==> src/rtl/io_pkg.sv <==
// Shared address map, default widths and address decode for the switch/LED I/O block.
package io_pkg;

    localparam logic [31:0] LED_ADDR  = 32'hFFFF_FC60;
    localparam logic [31:0] SW_ADDR   = 32'hFFFF_FC70;
    localparam logic [31:0] STAT_ADDR = 32'hFFFF_FC74;

    localparam int IO_W_DEFAULT     = 24;
    localparam int DEBOUNCE_DEFAULT = 4;

    typedef enum logic [1:0] {
        SEL_NONE,
        SEL_LED,
        SEL_SW,
        SEL_STAT
    } io_sel_e;

    function automatic io_sel_e decode_addr(input logic [31:0] a);
        io_sel_e sel;
        sel = SEL_NONE;
        if (a == LED_ADDR) begin
            sel = SEL_LED;
        end else if (a == SW_ADDR) begin
            sel = SEL_SW;
        end else if (a == STAT_ADDR) begin
            sel = SEL_STAT;
        end
        return sel;
    endfunction

endpackage

==> src/rtl/sw_debounce.sv <==
// Two-flop synchronizer followed by a run-length debouncer; accept pulses on the
// cycle whose rising edge moves the candidate into stable.
module sw_debounce
    import io_pkg::*;
#(
    parameter int W               = IO_W_DEFAULT,
    parameter int DEBOUNCE_CYCLES = DEBOUNCE_DEFAULT
) (
    input  logic         clk,
    input  logic         rst,
    input  logic [W-1:0] switch,
    output logic [W-1:0] stable,
    output logic         accept
);

    localparam int CNT_W = $clog2(DEBOUNCE_CYCLES) + 1;
    localparam logic [CNT_W-1:0] CNT_LAST = CNT_W'(DEBOUNCE_CYCLES - 1);

    logic [W-1:0]     sync1_q, sync1_d;
    logic [W-1:0]     sync2_q, sync2_d;
    logic [W-1:0]     cand_q, cand_d;
    logic [W-1:0]     stable_q, stable_d;
    logic [CNT_W-1:0] cnt_q, cnt_d;
    logic             accept_d;

    // cnt only ever climbs to DEBOUNCE_CYCLES-1 before being cleared, so it cannot wrap
    always_comb begin
        sync1_d  = switch;
        sync2_d  = sync1_q;
        cand_d   = sync2_q;
        stable_d = stable_q;
        cnt_d    = cnt_q;
        accept_d = 1'b0;
        if (sync2_q == stable_q) begin
            cnt_d = '0;
        end else if (sync2_q != cand_q) begin
            cnt_d = CNT_W'(1);
        end else if (cnt_q == CNT_LAST) begin
            stable_d = sync2_q;
            cnt_d    = '0;
            accept_d = 1'b1;
        end else begin
            cnt_d = cnt_q + CNT_W'(1);
        end
    end

    always_ff @(posedge clk or posedge rst) begin
        if (rst) begin
            sync1_q  <= '0;
            sync2_q  <= '0;
            cand_q   <= '0;
            stable_q <= '0;
            cnt_q    <= '0;
        end else begin
            sync1_q  <= sync1_d;
            sync2_q  <= sync2_d;
            cand_q   <= cand_d;
            stable_q <= stable_d;
            cnt_q    <= cnt_d;
        end
    end

    assign stable = stable_q;
    assign accept = accept_d;

endmodule

==> src/rtl/switch_led_io.sv <==
// Memory-mapped switch/LED port: LED register, debounced switch readback and a
// sticky change flag that is cleared by reading the status address.
module switch_led_io
    import io_pkg::*;
#(
    parameter int DEBOUNCE_CYCLES = DEBOUNCE_DEFAULT,
    parameter int IO_W            = IO_W_DEFAULT
) (
    input  logic            clk,
    input  logic            rst,
    input  logic [31:0]     addr,
    input  logic            io_rd,
    input  logic            io_wr,
    input  logic [31:0]     wdata,
    output logic [31:0]     rdata,
    input  logic [IO_W-1:0] switch,
    output logic [IO_W-1:0] led,
    output logic            sw_changed
);

    io_sel_e         sel;
    logic [IO_W-1:0] stable;
    logic            accept;
    logic            stat_rd;

    logic [IO_W-1:0] led_q, led_d;
    logic            sw_changed_q, sw_changed_d;

    sw_debounce #(
        .W               (IO_W),
        .DEBOUNCE_CYCLES (DEBOUNCE_CYCLES)
    ) u_deb (
        .clk    (clk),
        .rst    (rst),
        .switch (switch),
        .stable (stable),
        .accept (accept)
    );

    assign sel     = decode_addr(addr);
    assign stat_rd = io_rd && (sel == SEL_STAT);

    always_comb begin
        rdata = '0;
        if (io_rd) begin
            case (sel)
                SEL_LED:  rdata = 32'(led_q);
                SEL_SW:   rdata = 32'(stable);
                SEL_STAT: rdata = {31'b0, sw_changed_q};
                default:  rdata = '0;
            endcase
        end
    end

    // A new acceptance outranks the read-to-clear so no change event is lost
    always_comb begin
        led_d        = led_q;
        sw_changed_d = accept | (sw_changed_q & ~stat_rd);
        if (io_wr && (sel == SEL_LED)) begin
            led_d = wdata[IO_W-1:0];
        end
    end

    always_ff @(posedge clk or posedge rst) begin
        if (rst) begin
            led_q        <= '0;
            sw_changed_q <= 1'b0;
        end else begin
            led_q        <= led_d;
            sw_changed_q <= sw_changed_d;
        end
    end

    generate
        if (IO_W < 32) begin : g_unused_wdata
            logic unused_wdata;
            assign unused_wdata = ^wdata[31:IO_W];
        end
    endgenerate

    assign led        = led_q;
    assign sw_changed = sw_changed_q;

endmodule
==> config.mk <==
export PLATFORM = sky130hd
export DESIGN_NAME = switch_led_io
export DESIGN_NICKNAME = d
export VERILOG_FILES = /design/src/rtl/io_pkg.sv /design/src/rtl/sw_debounce.sv /design/src/rtl/switch_led_io.sv
export SDC_FILE = /design/constraint.sdc
export NUM_CORES = 1
export LEC_CHECK = 0
export BUFFER_PORTS_ARGS = -buffer_cell sky130_fd_sc_hd__buf_2
export CORE_UTILIZATION = 55
export DETAILED_ROUTE_END_ITERATION = 10
export PLACE_DENSITY_LB_ADDON = 0.12
export SLEW_MARGIN = 20
export SYNTH_ARGS = -nofsm -noshare
export SYNTH_HDL_FRONTEND = slang
export SYNTH_SLANG_ARGS = --single-unit
export TNS_END_PERCENT = 1
==> constraint.sdc <==
create_clock -name clk -period 6.9 [get_ports clk]
set_clock_uncertainty 0.05 [all_clocks]
set_input_delay 1.38 -clock clk [delete_from_list [all_inputs] [get_ports clk]]
set_output_delay 1.38 -clock clk [all_outputs]
set_load 0.02 [all_outputs]
### After elaboration in Yosys (flattened, before gate mapping)

Cells that the tools add are included.
Widths: inputs -> output; s select.

| cells by class | value |
|---|---|
| $add $sub $neg | 1 |
| equal/unequal tests | 9 |
| mux-type cells | 11 |
| bitwise gates (word level) | 5 |
| reduce and logical (&&, ||, !) cells | 3 |

Operators by type and width:

| cell | number |
|---|---|
| $eq 32x32->1 const B | 3 |
| $pmux 24 s3 | 1 |
| $eq 24x24->1 | 1 |
| $mux 24 | 1 |
| $ne 24x24->1 | 1 |
| $mux 3 | 3 |
| $mux 2 | 3 |
| $eq 2x2->1 const B | 2 |
| $add 3x1->3 const B | 1 |
| $eq 3x2->1 const B | 1 |
| $mux 1 | 3 |
| $not 1->1 | 3 |
| $reduce_and 3->1 | 1 |
| $eq 2x1->1 const B | 1 |
| $logic_and 1x1->1 | 2 |
| $and 1x1->1 | 1 |
| $or 1x1->1 | 1 |

| word-level totals | value |
|---|---|
| register bits | 124 |
| input port bits | 92 |
| output and inout port bits | 57 |
| logic and storage cells | 36 |

### Depth between registers and ports, before layout

| depth | value |
|---|---|
| word-level depth | 9 |
| depth in mapped cells | 7 |
| depth with buffers taken out | 5 |

### Hierarchy

From an unflattened synthesis, not the netlist that was laid out.

| unflattened totals | value |
|---|---|
| cells, all modules | 333 |
| area total of the unflattened synthesis | 5,039.8 µm² |

Modules (own cells, without submodules):

| module | instances | cells an instance | area each (µm²) | seq. area each (µm²) |
|---|---|---|---|---|
| sw_debounce | 1 | 201 | 3,472.1 | 2,477.4 |
| switch_led_io | 1 | 132 | 1,567.8 | 625.6 |

### Least setup slack after synthesis

No wires, ideal clock.

| timing path | value |
|---|---|
| path kind | in2out |
| from | in addr[1] |
| to | out rdata[10] |
| data arrival time | 3.083 ns |
| data required time | 5.470 ns |
| setup slack | 2.387 ns |
| stages | 6 |
| buffers on the path | 1 |
| cells stage by stage | or4_4 -> nor4_4 -> nand3_1 -> o21bai_2 -> buf_2 -> nor2_1 |

| between the ends | value |
|---|---|
| word-level cells in the longest chain between the ends | 7 |
| elaborated cells on any way between the ends | 11 |
| those cells by class | 6 x eq/ne; 5 x mux |

Ends and longest elaborated chain:

| item | line | RTL |
|---|---|---|
| start: declaration | switch_led_io.sv:11 | `input logic [31:0] addr,` |
| $eq 32x32->1 | io_pkg.sv:25 | `end else if (a == STAT_ADDR) begin` |
| $mux 2 | io_pkg.sv:25 |  |
| $mux 2 | io_pkg.sv:23 | `end else if (a == SW_ADDR) begin` |
| $mux 2 (*) | io_pkg.sv:21 | `if (a == LED_ADDR) begin` |
| $eq 2x2->1 / $eq 2x1->1 (equally long branches) | switch_led_io.sv:46 | `case (sel)` |
| $pmux 24 s3 (*) | switch_led_io.sv:46 |  |
| $mux 24 (*) | switch_led_io.sv:45 | `if (io_rd) begin` |
| end: declaration | switch_led_io.sv:15 | `output logic [31:0] rdata,` |

Mark *: on every way between the ends. The rest lies on a longest branch, timed or not.

### Final worst setup path

| timing path | value |
|---|---|
| from | in addr[1] |
| to | out rdata[13] |

The elaborated chain is that of the path after synthesis.

==> flow_summary_export.csv <==
group,metric,value,unit
power_and_ir_drop,switching_power,357,uW
final_layout,multi_input_area,0.00167,sq mm
clock_network,cts_buffers,17,
grt,groute.usage.overall,0.236,
logic_synthesis,syn_area,0.00488,sq mm
grt,met3_usage,0.0592,
power_and_ir_drop,power_density,270,mW/mm^2
logic_synthesis,synth_top_area_share,0.636,
logic_synthesis,ys.flop_type,"dfrtp_1",
grt,grt_max_degree,80,
timing,fin_hold_ws,292,ps
min_path,hold_path.class,"flop to flop",
routing,drtIter0Drc,195,
timing,fmax,205,MHz
clock_network,htreeDepth,4,
routing,postRouteAntennaNets,0,
floorplanning,dieArea,0.00925,sq mm
timing,setup_viol,0,
grt,grt_remaining_overflow,0,
logic_synthesis,ys_ff_latch,124,
placed_design,io_buffer_count,132,
placed_design,dpl-instance-area,0.00559,sq mm
clock_network,clk_pin_slew,50,ps
clock_network,post_cts_buffers,0,
floorplanning,initial_utilization,0.582,
floorplanning,core_region_area,0.00838,sq mm
logic_synthesis,netlist_top_cells_area,"dfrtp_1, mux2_2, mux2_4",
floorplanning,ioPinCount,149,
min_path,whs_path_depth,0,
clock_network,max-clock-path-buffers,2,
clock_network,cts.sinks,124,
grt,grt_busiest_layer,"met2",
timing,hold_viol,0,
logic_synthesis,yosys.cell_count.top_type,"dfrtp_1",
timing,drv_slew,0,
flow_run,maxCapViolCount,0,
grt,grt_pass1_wl,15600,um
setup_path,path_class,"input port to output pin",
timing,fin_tns_setup,0,ps
logic_synthesis,synth_common_cells,"dfrtp_1, mux2_2, nor2_1",
logic_synthesis,synth_edf_count,0,
floorplanning,rows,33,
logic_synthesis,ys_types,31,
power_and_ir_drop,swShare,0.215,
routing,drc,0,
timing,period_minus_slack,4870,ps
grt,grt.met1_usage,0.296,
logic_synthesis,yosysSeqAreaShare,0.636,
clock_network,cts_tree,"built",
power_and_ir_drop,total_power,1.66,mW
timing,slew_headroom,0.313,
setup_path,crit_fanout,23,
clock_network,insertion_delay,500,ps
clock_network,root_buffer,"clkbuf_8",
routing,dr.pass1.iters,4,
placed_design,dp_cells,562,
logic_synthesis,syn_avg_cell_area,14.6,sq um
logic_synthesis,yosysWarnings,0,
routing,viasPerCell,5.33,
clock_network,cts_resized,0,
run_status,run_status,"finished, final reports clean",
final_layout,antenna_cells,0,
final_layout,drive_gt1_frac,0.447,
clock_network,cts_hold_buf,0,
setup_path,cp-start-kind,"input port",
final_layout,final_cell_area,0.00615,sq mm
grt,met2_usage,0.405,
routing,wl_per_cell,17.1,um
routing,drt-total-wl,10100,um
logic_synthesis,async_flop_share,1.00,
setup_path,critPathRequiredTime,5470,ps
placed_design,place.gp.congestion,0.772,
power_and_ir_drop,internal-power,1.30,mW
timing,final.period_utilization,0.706,
final_layout,fillCellCount,577,
floorplanning,die_w,96.2,um
power_and_ir_drop,peakVddDrop,220,uV
final_layout,seq_area,0.00310,sq mm
floorplanning,die_h,96.2,um
setup_path,r2r_cells,6,
final_layout,fin_nets,569,
power_and_ir_drop,p_clk_frac,0.495,
routing,num_vias,3160,
power_and_ir_drop,p_comb_frac,0.043,
logic_synthesis,syn_inst,335,
grt,grt_pass1_vias,3145,
grt,antenna_found_initial,0,
logic_synthesis,yosysTopAreaCell,"dfrtp_1",
power_and_ir_drop,p_leak,3.10,nW
timing,rsz0062_at_grt,"no",
setup_path,arrival,3440,ps
setup_path,crit_path_end_kind,"output pin",
final_layout,area_growth,26.1,%
timing,tightest_slew,1030,ps
power_and_ir_drop,p_seq_frac,0.462,
placed_design,hpwl,7040,um
final_layout,layout.cells.non_filler,593,
==> power by group through the flow <==
stage / clock network (mW) / registers, mW / logic (mW)
floorplan: 0 / 0.773 / 0.0426
global placement: 0 / 0.776 / 0.0704
detailed placement: 0 / 0.778 / 0.0720
CTS: 0.833 / 0.766 / 0.0728
global route: 0.862 / 0.768 / 0.0813
finish: 0.820 / 0.766 / 0.0717
==> worst paths after layout <==
| path | endpoint | slack, ps | start |
|---|---|---|---|
| max in group asynchronous | u_deb.cand_d[16]$_DFF_PP0_ | 4670 | rst |
| min in group asynchronous | u_deb.cand_d[5]$_DFF_PP0_ | 1020 | rst |
| min | u_deb.cand_d[23]$_DFF_PP0_ | 290 | u_deb.sync1_q[23]$_DFF_PP0_ |
| max reg2reg | u_deb.stable[21]$_DFFE_PP0P_ | 4150 | u_deb.cand_d[16]$_DFF_PP0_ |
| min reg2reg | u_deb.cand_d[23]$_DFF_PP0_ | 290 | u_deb.sync1_q[23]$_DFF_PP0_ |
| max | rdata[13] | 2030 | addr[1] |
==> critical path: stages <==
cell	delay (ps)
buf_2	100
or4_4	560
or3_1	350
and2_1	470
a22oi_1	300
nor2_1	70
buf_2	200
==> stage by stage <==
stage	setup slack, ps	utilization
floorplan	2170	-
global placement	2050	0.666
detailed placement	2050	0.666
CTS	2020	0.733
global route	1840	0.733
finish	2030	0.733
==> area by class of cell <==
cell class / instances / share of cell area
inverters: 2 / 0.00163
repair buffers: 134 / 0.110
well taps: 105 / 0.0214
multi-input cells: 197 / 0.272
clock buffers: 20 / 0.0708
clock inverters: 11 / 0.0197
flip-flops and latches: 124 / 0.505
==> cell usage in the layout (no fill, tap or decap), types with 3 or more instances in the layout <==
cell / Yosys / routed
nand4_1: 12 / 12
buf_2: 4 / 132
a22oi_1: 24 / 24
nand2_1: 5 / 5
clkbuf_16: 0 / 16
nor2_1: 28 / 27
dfrtp_1: 124 / 124
clkinv_4: 0 / 3
mux2_4: 20 / 20
conb_1: 1 / 8
nor4_1: 8 / 8
clkinv_2: 0 / 4
xnor2_1: 24 / 24
xor2_1: 24 / 24
mux2_2: 28 / 28
==> metal layers <==
layer / up-vias / routed length [um]
li1: 1448 / -
met1: 1592 / 4230
met2: 113 / 5220
met3: 7 / 580
met4: 0 / 104
met5: - / 0
==> logic make-up after synthesis <==
| family | Yosys count | share of synthesized area |
|---|---|---|
| other | 1 | 0.000769 |
| adder cells (fa/ha/maj) | 1 | 0.00257 |
| multiplexers | 48 | 0.126 |
| flip-flops | 124 | 0.636 |
| AO/OA/AOI/OAI | 29 | 0.0470 |
| buffers and inverters | 21 | 0.0280 |
| XOR/XNOR | 48 | 0.0862 |
| AND/OR/NAND/NOR | 63 | 0.0729 |
==> registers in the layout (all words and copies together), names as in the netlist <==
| name | cells |
|---|---|
| led | 24 |
| sw_changed | 1 |
| u_deb.cand_d | 24 |
| u_deb.cand_q | 24 |
| u_deb.cnt_q | 3 |
| u_deb.stable | 24 |
| u_deb.sync1_q | 24 |
No activity file was read; power rests on OpenSTA's default activity.
